<file path="src/rtl/adc_capture.sv">
// ADC sample capture: decimates a registered ADC stream, buffers it in a RAM FIFO and
// feeds a byte-wide serial transmitter, either continuously or as a triggered burst.
module adc_capture #(
    parameter int DATA_W = 8,
    parameter int DEPTH  = 256
) (
    input  logic              clk12,
    input  logic              rst_n,
    input  logic [DATA_W-1:0] adc_d,
    input  logic [7:0]        decim,
    input  logic              mode,
    input  logic [DATA_W-1:0] trig_level,
    input  logic              start,
    input  logic              stop,
    output logic [7:0]        tx_byte,
    output logic              tx_rdy,
    input  logic              tx_done,
    output logic [2:0]        state,
    output logic              overflow,
    output logic              done
);

    localparam int   AW   = $clog2(DEPTH);
    localparam logic WIDE = (DATA_W > 8);

    typedef enum logic [2:0] {
        S_IDLE    = 3'd0,
        S_STREAM  = 3'd1,
        S_ARM     = 3'd2,
        S_CAPTURE = 3'd3,
        S_DUMP    = 3'd4
    } state_t;

    state_t            state_q, state_d;
    logic [DATA_W-1:0] adc_q;
    logic [DATA_W-1:0] prev_q, prev_d;
    logic [DATA_W-1:0] rd_data_q;
    logic [7:0]        dec_cnt_q, dec_cnt_d;
    logic [7:0]        decim_q, decim_d;
    logic [AW-1:0]     wr_ptr_q, wr_ptr_d;
    logic [AW-1:0]     rd_ptr_q, rd_ptr_d;
    logic [AW:0]       count_q, count_d;
    logic              overflow_q, overflow_d;
    logic              stopping_q, stopping_d;
    logic              pend_q, pend_d;
    logic              phase_q, phase_d;
    logic              tx_idle_q, tx_idle_d;
    logic              tx_rdy_q, tx_rdy_d;
    logic              done_q, done_d;
    logic [7:0]        tx_byte_q, tx_byte_d;

    logic [DATA_W-1:0] mem [DEPTH];
    logic              keep;
    logic              wr_en;
    logic              rd_en;
    logic              clr;
    logic [15:0]       samp16;

    assign keep   = (dec_cnt_q == decim_q);
    assign samp16 = 16'(rd_data_q);

    always_comb begin
        state_d    = state_q;
        prev_d     = prev_q;
        dec_cnt_d  = keep ? 8'd0 : dec_cnt_q + 8'd1;
        decim_d    = keep ? decim : decim_q;
        wr_ptr_d   = wr_ptr_q;
        rd_ptr_d   = rd_ptr_q;
        count_d    = count_q;
        overflow_d = overflow_q;
        stopping_d = stopping_q;
        pend_d     = pend_q;
        phase_d    = phase_q;
        tx_idle_d  = tx_idle_q;
        tx_rdy_d   = 1'b0;
        done_d     = 1'b0;
        tx_byte_d  = tx_byte_q;
        wr_en      = 1'b0;
        clr        = 1'b0;

        // rd_data_q holds the pending sample, so a new read waits until it is fully sent
        rd_en = ((state_q == S_STREAM) || (state_q == S_DUMP)) && !pend_q && (count_q != '0);

        if (!tx_idle_q && tx_done) begin
            tx_idle_d = 1'b1;
        end

        if (rd_en) begin
            pend_d  = 1'b1;
            phase_d = WIDE;
        end else if (pend_q && tx_idle_q) begin
            tx_rdy_d  = 1'b1;
            tx_idle_d = 1'b0;
            tx_byte_d = phase_q ? samp16[15:8] : samp16[7:0];
            if (phase_q) begin
                phase_d = 1'b0;
            end else begin
                pend_d = 1'b0;
            end
        end

        case (state_q)
            S_IDLE: begin
                if (start) begin
                    state_d    = mode ? S_ARM : S_STREAM;
                    dec_cnt_d  = 8'd0;
                    decim_d    = decim;
                    prev_d     = '0;
                    overflow_d = 1'b0;
                    stopping_d = 1'b0;
                    pend_d     = 1'b0;
                    phase_d    = 1'b0;
                    clr        = 1'b1;
                end
            end
            S_STREAM: begin
                if (stop || stopping_q) begin
                    stopping_d = 1'b1;
                    if ((count_q == '0) && !pend_q && tx_idle_q) begin
                        state_d = S_IDLE;
                    end
                end else if (keep) begin
                    if (count_q == (AW+1)'(DEPTH)) begin
                        overflow_d = 1'b1;
                    end else begin
                        wr_en = 1'b1;
                    end
                end
            end
            S_ARM: begin
                if (stop) begin
                    state_d = S_IDLE;
                end else if (keep) begin
                    prev_d = adc_q;
                    if ((prev_q < trig_level) && (adc_q >= trig_level)) begin
                        wr_en   = 1'b1;
                        state_d = S_CAPTURE;
                    end
                end
            end
            S_CAPTURE: begin
                if (keep) begin
                    wr_en = 1'b1;
                    if (count_q == (AW+1)'(DEPTH - 1)) begin
                        state_d = S_DUMP;
                    end
                end
            end
            S_DUMP: begin
                if ((count_q == '0) && !pend_q && tx_idle_q) begin
                    done_d  = 1'b1;
                    state_d = S_IDLE;
                end
            end
            default: state_d = S_IDLE;
        endcase

        if (clr) begin
            wr_ptr_d = '0;
            rd_ptr_d = '0;
            count_d  = '0;
        end else begin
            if (wr_en) wr_ptr_d = wr_ptr_q + AW'(1);
            if (rd_en) rd_ptr_d = rd_ptr_q + AW'(1);
            case ({wr_en, rd_en})
                2'b10:   count_d = count_q + (AW+1)'(1);
                2'b01:   count_d = count_q - (AW+1)'(1);
                default: count_d = count_q;
            endcase
        end
    end

    always_ff @(posedge clk12 or negedge rst_n) begin
        if (!rst_n) begin
            state_q    <= S_IDLE;
            adc_q      <= '0;
            prev_q     <= '0;
            dec_cnt_q  <= 8'd0;
            decim_q    <= 8'd0;
            wr_ptr_q   <= '0;
            rd_ptr_q   <= '0;
            count_q    <= '0;
            overflow_q <= 1'b0;
            stopping_q <= 1'b0;
            pend_q     <= 1'b0;
            phase_q    <= 1'b0;
            tx_idle_q  <= 1'b1;
            tx_rdy_q   <= 1'b0;
            done_q     <= 1'b0;
            tx_byte_q  <= 8'd0;
        end else begin
            state_q    <= state_d;
            adc_q      <= adc_d;
            prev_q     <= prev_d;
            dec_cnt_q  <= dec_cnt_d;
            decim_q    <= decim_d;
            wr_ptr_q   <= wr_ptr_d;
            rd_ptr_q   <= rd_ptr_d;
            count_q    <= count_d;
            overflow_q <= overflow_d;
            stopping_q <= stopping_d;
            pend_q     <= pend_d;
            phase_q    <= phase_d;
            tx_idle_q  <= tx_idle_d;
            tx_rdy_q   <= tx_rdy_d;
            done_q     <= done_d;
            tx_byte_q  <= tx_byte_d;
        end
    end

    // Sample RAM: no reset so it maps onto block RAM; read data is registered.
    always_ff @(posedge clk12) begin
        if (wr_en) mem[wr_ptr_q] <= adc_q;
        if (rd_en) rd_data_q <= mem[rd_ptr_q];
    end

    assign tx_byte  = tx_byte_q;
    assign tx_rdy   = tx_rdy_q;
    assign state    = state_q;
    assign overflow = overflow_q;
    assign done     = done_q;

endmodule

</file>
<file path="config.mk">
export PLATFORM = sky130hd
export DESIGN_NAME = adc_capture
export DESIGN_NICKNAME = d
export VERILOG_FILES = /design/src/rtl/adc_capture.sv
export SDC_FILE = /design/constraint.sdc
export NUM_CORES = 2
export LEC_CHECK = 0
export BUFFER_PORTS_ARGS = -buffer_cell sky130_fd_sc_hd__buf_2
export CORE_MARGIN = 3
export CORE_UTILIZATION = 60
export DETAILED_ROUTE_END_ITERATION = 8
export PLACE_DENSITY = 0.74
export SLEW_MARGIN = 20
export SYNTH_ARGS = -nofsm -noshare
export SYNTH_HDL_FRONTEND = slang
export SYNTH_SLANG_ARGS = --single-unit
</file>
<file path="constraint.sdc">
create_clock -name clk12 -period 9.1 [get_ports clk12]
set_clock_uncertainty 0.15 [all_clocks]
set_input_delay 0.91 -clock clk12 [delete_from_list [all_inputs] [get_ports clk12]]
set_output_delay 0.91 -clock clk12 [all_outputs]
set_load 0.02 [all_outputs]
</file>
==> impl_metrics.tcl <==
set metrics [dict create \
    vias 39600 \
    finalCriticalPeriod_ns 5.64 \
    grt_pass1_wl_mm 286 \
    tightest_slew_ns 1.12 \
    synthesis.area_um2 83100 \
    slew_headroom 0.251 \
    vdd_drop_max_mv 0.213 \
    place_area_um2 85200 \
    final_cells 5771 \
    ys_seq_elements 2131 \
    drtPass1Iterations 7 \
    fp.coreArea_um2 136000 \
    synth.distinct_cells 63 \
    ant_nets 0 \
    hold_path.class "input pin to register" \
    tns_ns 0 \
    io_buffers 43 \
    dp_cells 5388 \
    grt_max_degree 163 \
    synthArstFlopShare 0.0352 \
    max_stage_delay_ns 0.84 \
    crit_family "simple AND/OR/NAND/NOR gates" \
    critPathCaptureType "register" \
    synth_nets 3767 \
    synth_cells 3713 \
    drive_gt1_frac 0.272 \
    syn_to_final_growth_pct 10.5 \
    drc 0 \
    root_buffer "clkbuf_16" \
    synth.avg_cell_area_um2 22.4 \
    dp_hpwl_mm 113 \
    yosys.area.top_type "edfxtp_1" \
    avgViaCountPerCell 6.86 \
    clk_transition_reported_paths_ns 0.06 \
    maxCapViolations 0 \
    avgRoutedWirePerCell_um 33.6 \
    reg2reg_setup_slack_ns 3.46 \
    yosysMostFrequentCell "edfxtp_1" \
    globalplace.congestion 0.883 \
    fp.dieW_um 378 \
    whs_ns 0.0626 \
    grt_remaining_overflow 0 \
    nNetsFinal 3870 \
    cts_buffers 200 \
    crit_path_max_fanout 38 \
    wirelength_mm 194 \
    initial_core_util 0.609 \
    max_clock_freq_ghz 0.177 \
    drv_slew 0 \
    cts_buffer_depth 3 \
    cpMaxStageDelayCell "a21oi_4" \
    p_leak_uw 0.0281 \
    grt_pass1_vias 39000 \
    synth_edf_count 2056 \
    synth_top_cell_area_share 0.743 \
    insertion_delay_ns 0.84 \
    yosysSeqAreaShare 0.766 \
    outcome "completed" \
    final_core_util 0.673 \
    critPathLaunchType "register" \
    hold_violations 0 \
    path_cells "inv_1, ha_1, nand2b_1, a21o_1, a211oi_1, o31a_1, or4_4, a21oi_4, nand4b_2, buf_4, nor2_1" \
    power_density_nw_per_um2 259 \
    cts_tree "done" \
    path_buf_inv 2 \
    cts_sinks 2131 \
    row_count 135 \
    synth_area_leaders "edfxtp_1, mux4_2, dfrtp_1" \
    setup_viol 0 \
    cts-htree-levels 4 \
    cts_resized 0 \
    yosysWarnings 0 \
    chipHeight_um 378 \
    antenna_found_initial 8 \
    drt_iter0_drc 5351 \
    die_area_um2 143000 \
    post-route-period-util 0.620 \
    yosys-top-cells-count "edfxtp_1, mux4_2, nor2_1" \
    crit_required_ns 9.39 \
    arrival_ns 5.93 \
    grt_setup_unrepaired "false" \
    grt_usage 0.280 \
    synth_flop_cell "edfxtp_1" \
    critPathKind "register to register" \
    io_pins 44 \
    final_area_um2 91800 \
]
-- cells in the final DEF (no fill, tap or decap), types with 5 or more instances in the layout --
cell type,synthesis,final
and3_1,13,12
mux4_2,639,639
ha_1,24,24
edfxtp_1,2056,2056
mux2_2,8,8
buf_2,70,42
clkinv_1,1,50
nor3_1,9,9
nand4b_2,5,5
buf_12,0,9
dfrtp_1,74,62
o21ai_0,34,34
a22o_1,15,15
nand2_1,68,68
clkinv_2,1,33
nor2_1,317,312
or3_1,5,5
a221oi_1,11,11
xnor2_1,7,7
a21oi_1,14,14
xor2_1,27,27
clkbuf_1,99,38
nor2b_1,9,9
nand4_1,6,6
clkbuf_16,0,204
inv_1,23,23
dlygate4sd3_1,0,7
nor2_2,1,6
o22ai_1,5,5
nand3_1,29,26
bufinv_16,0,21
o211ai_1,6,6
a22oi_1,37,37
nor4_1,5,5
inv_6,0,6
clkinvlp_4,0,14
dfrtp_4,0,12
buf_4,18,53
mux2i_1,5,5
-- registers in the layout, indices dropped and copies added (netlist names), 3 cells and up --
signal,count
state,3
decim_q,8
rd_data_q,8
adc_q,8
rd_ptr_q,8
mem,2048
count_q,9
dec_cnt_q,8
prev_q,8
tx_byte,8
wr_ptr_q,8
-- metal layers --
layer | vias up | routed length (µm) | global-route usage
met5 | - | 41 | 0
met1 | 20800 | 76200 | 0.434
met2 | 2663 | 89900 | 0.411
met3 | 321 | 22200 | 0.0611
met4 | 6 | 5620 | 0.0852
li1 | 15800 | - | -
-- worst paths after layout --
check	from	to	depth (start not counted)
setup / recovery	adc_q[0]$_DFF_PN0_	mem[75][5]$_DFFE_PP_	11
hold / removal	adc_d[2]	adc_q[2]$_DFF_PN0_	1
setup reg to reg	adc_q[0]$_DFF_PN0_	mem[75][5]$_DFFE_PP_	11
hold reg to reg	tx_byte[7]$_DFFE_PN0P_	tx_byte[7]$_DFFE_PN0P_	2
max in group asynchronous	rst_n	rd_ptr_q[1]$_DFFE_PN0P_	3
min in group asynchronous	rst_n	decim_q[4]$_DFF_PN0_	2
-- where the power goes --
group,leakage (µW),switching (µW),internal [µW]
combinational,0.00555,2360,2140
clock,0.00314,3560,4720
sequential,0.0194,159,10900
total,0.0281,6090,17700
-- through the flow --
| step | setup slack (ns) | total power (µW) |
|---|---|---|
| after floorplan | 2.54 | 14500 |
| after global placement | 3.44 | 15700 |
| after detailed placement | 3.37 | 15700 |
| after CTS | 3.48 | 23900 |
| after global routing | 3.27 | 24500 |
| final | 3.46 | 23800 |
-- what timing repair did --
item	in CTS	in global routing
hold buffers	7	0
buffers inserted	0	0
setup endpoints to repair	0	0
endpoints found under the hold margin	23	0
-- layout make-up --
| type | instances | area (µm²) |
|---|---|---|
| Inverter | 27 | 103 |
| Antenna cell | 4 | 10.0 |
| Sequential cell | 2131 | 63700 |
| Clock buffer | 244 | 5280 |
| Tap cell | 1781 | 2230 |
| Fill cell | 8225 | 44700 |
| Timing Repair Buffer | 111 | 858 |
| Clock inverter | 128 | 1220 |
| Multi-Input combinational cell | 1345 | 18400 |
-- cell families (layout without fill, tap and decap cells) --
| kind of cell | count (synthesis) | after routing | synth area share |
|---|---|---|---|
| fa+ha+maj | 24 | 24 | 0.00361 |
| xor+xnor | 34 | 34 | 0.00358 |
| buf+inv | 237 | 510 | 0.0131 |
| mux | 652 | 652 | 0.175 |
| simple gates | 491 | 491 | 0.0268 |
| flops | 2131 | 2131 | 0.766 |
| other cells | 0 | 4 | 0 |
| compound gates | 144 | 144 | 0.0125 |
Power figures use the tool's default switching activity.
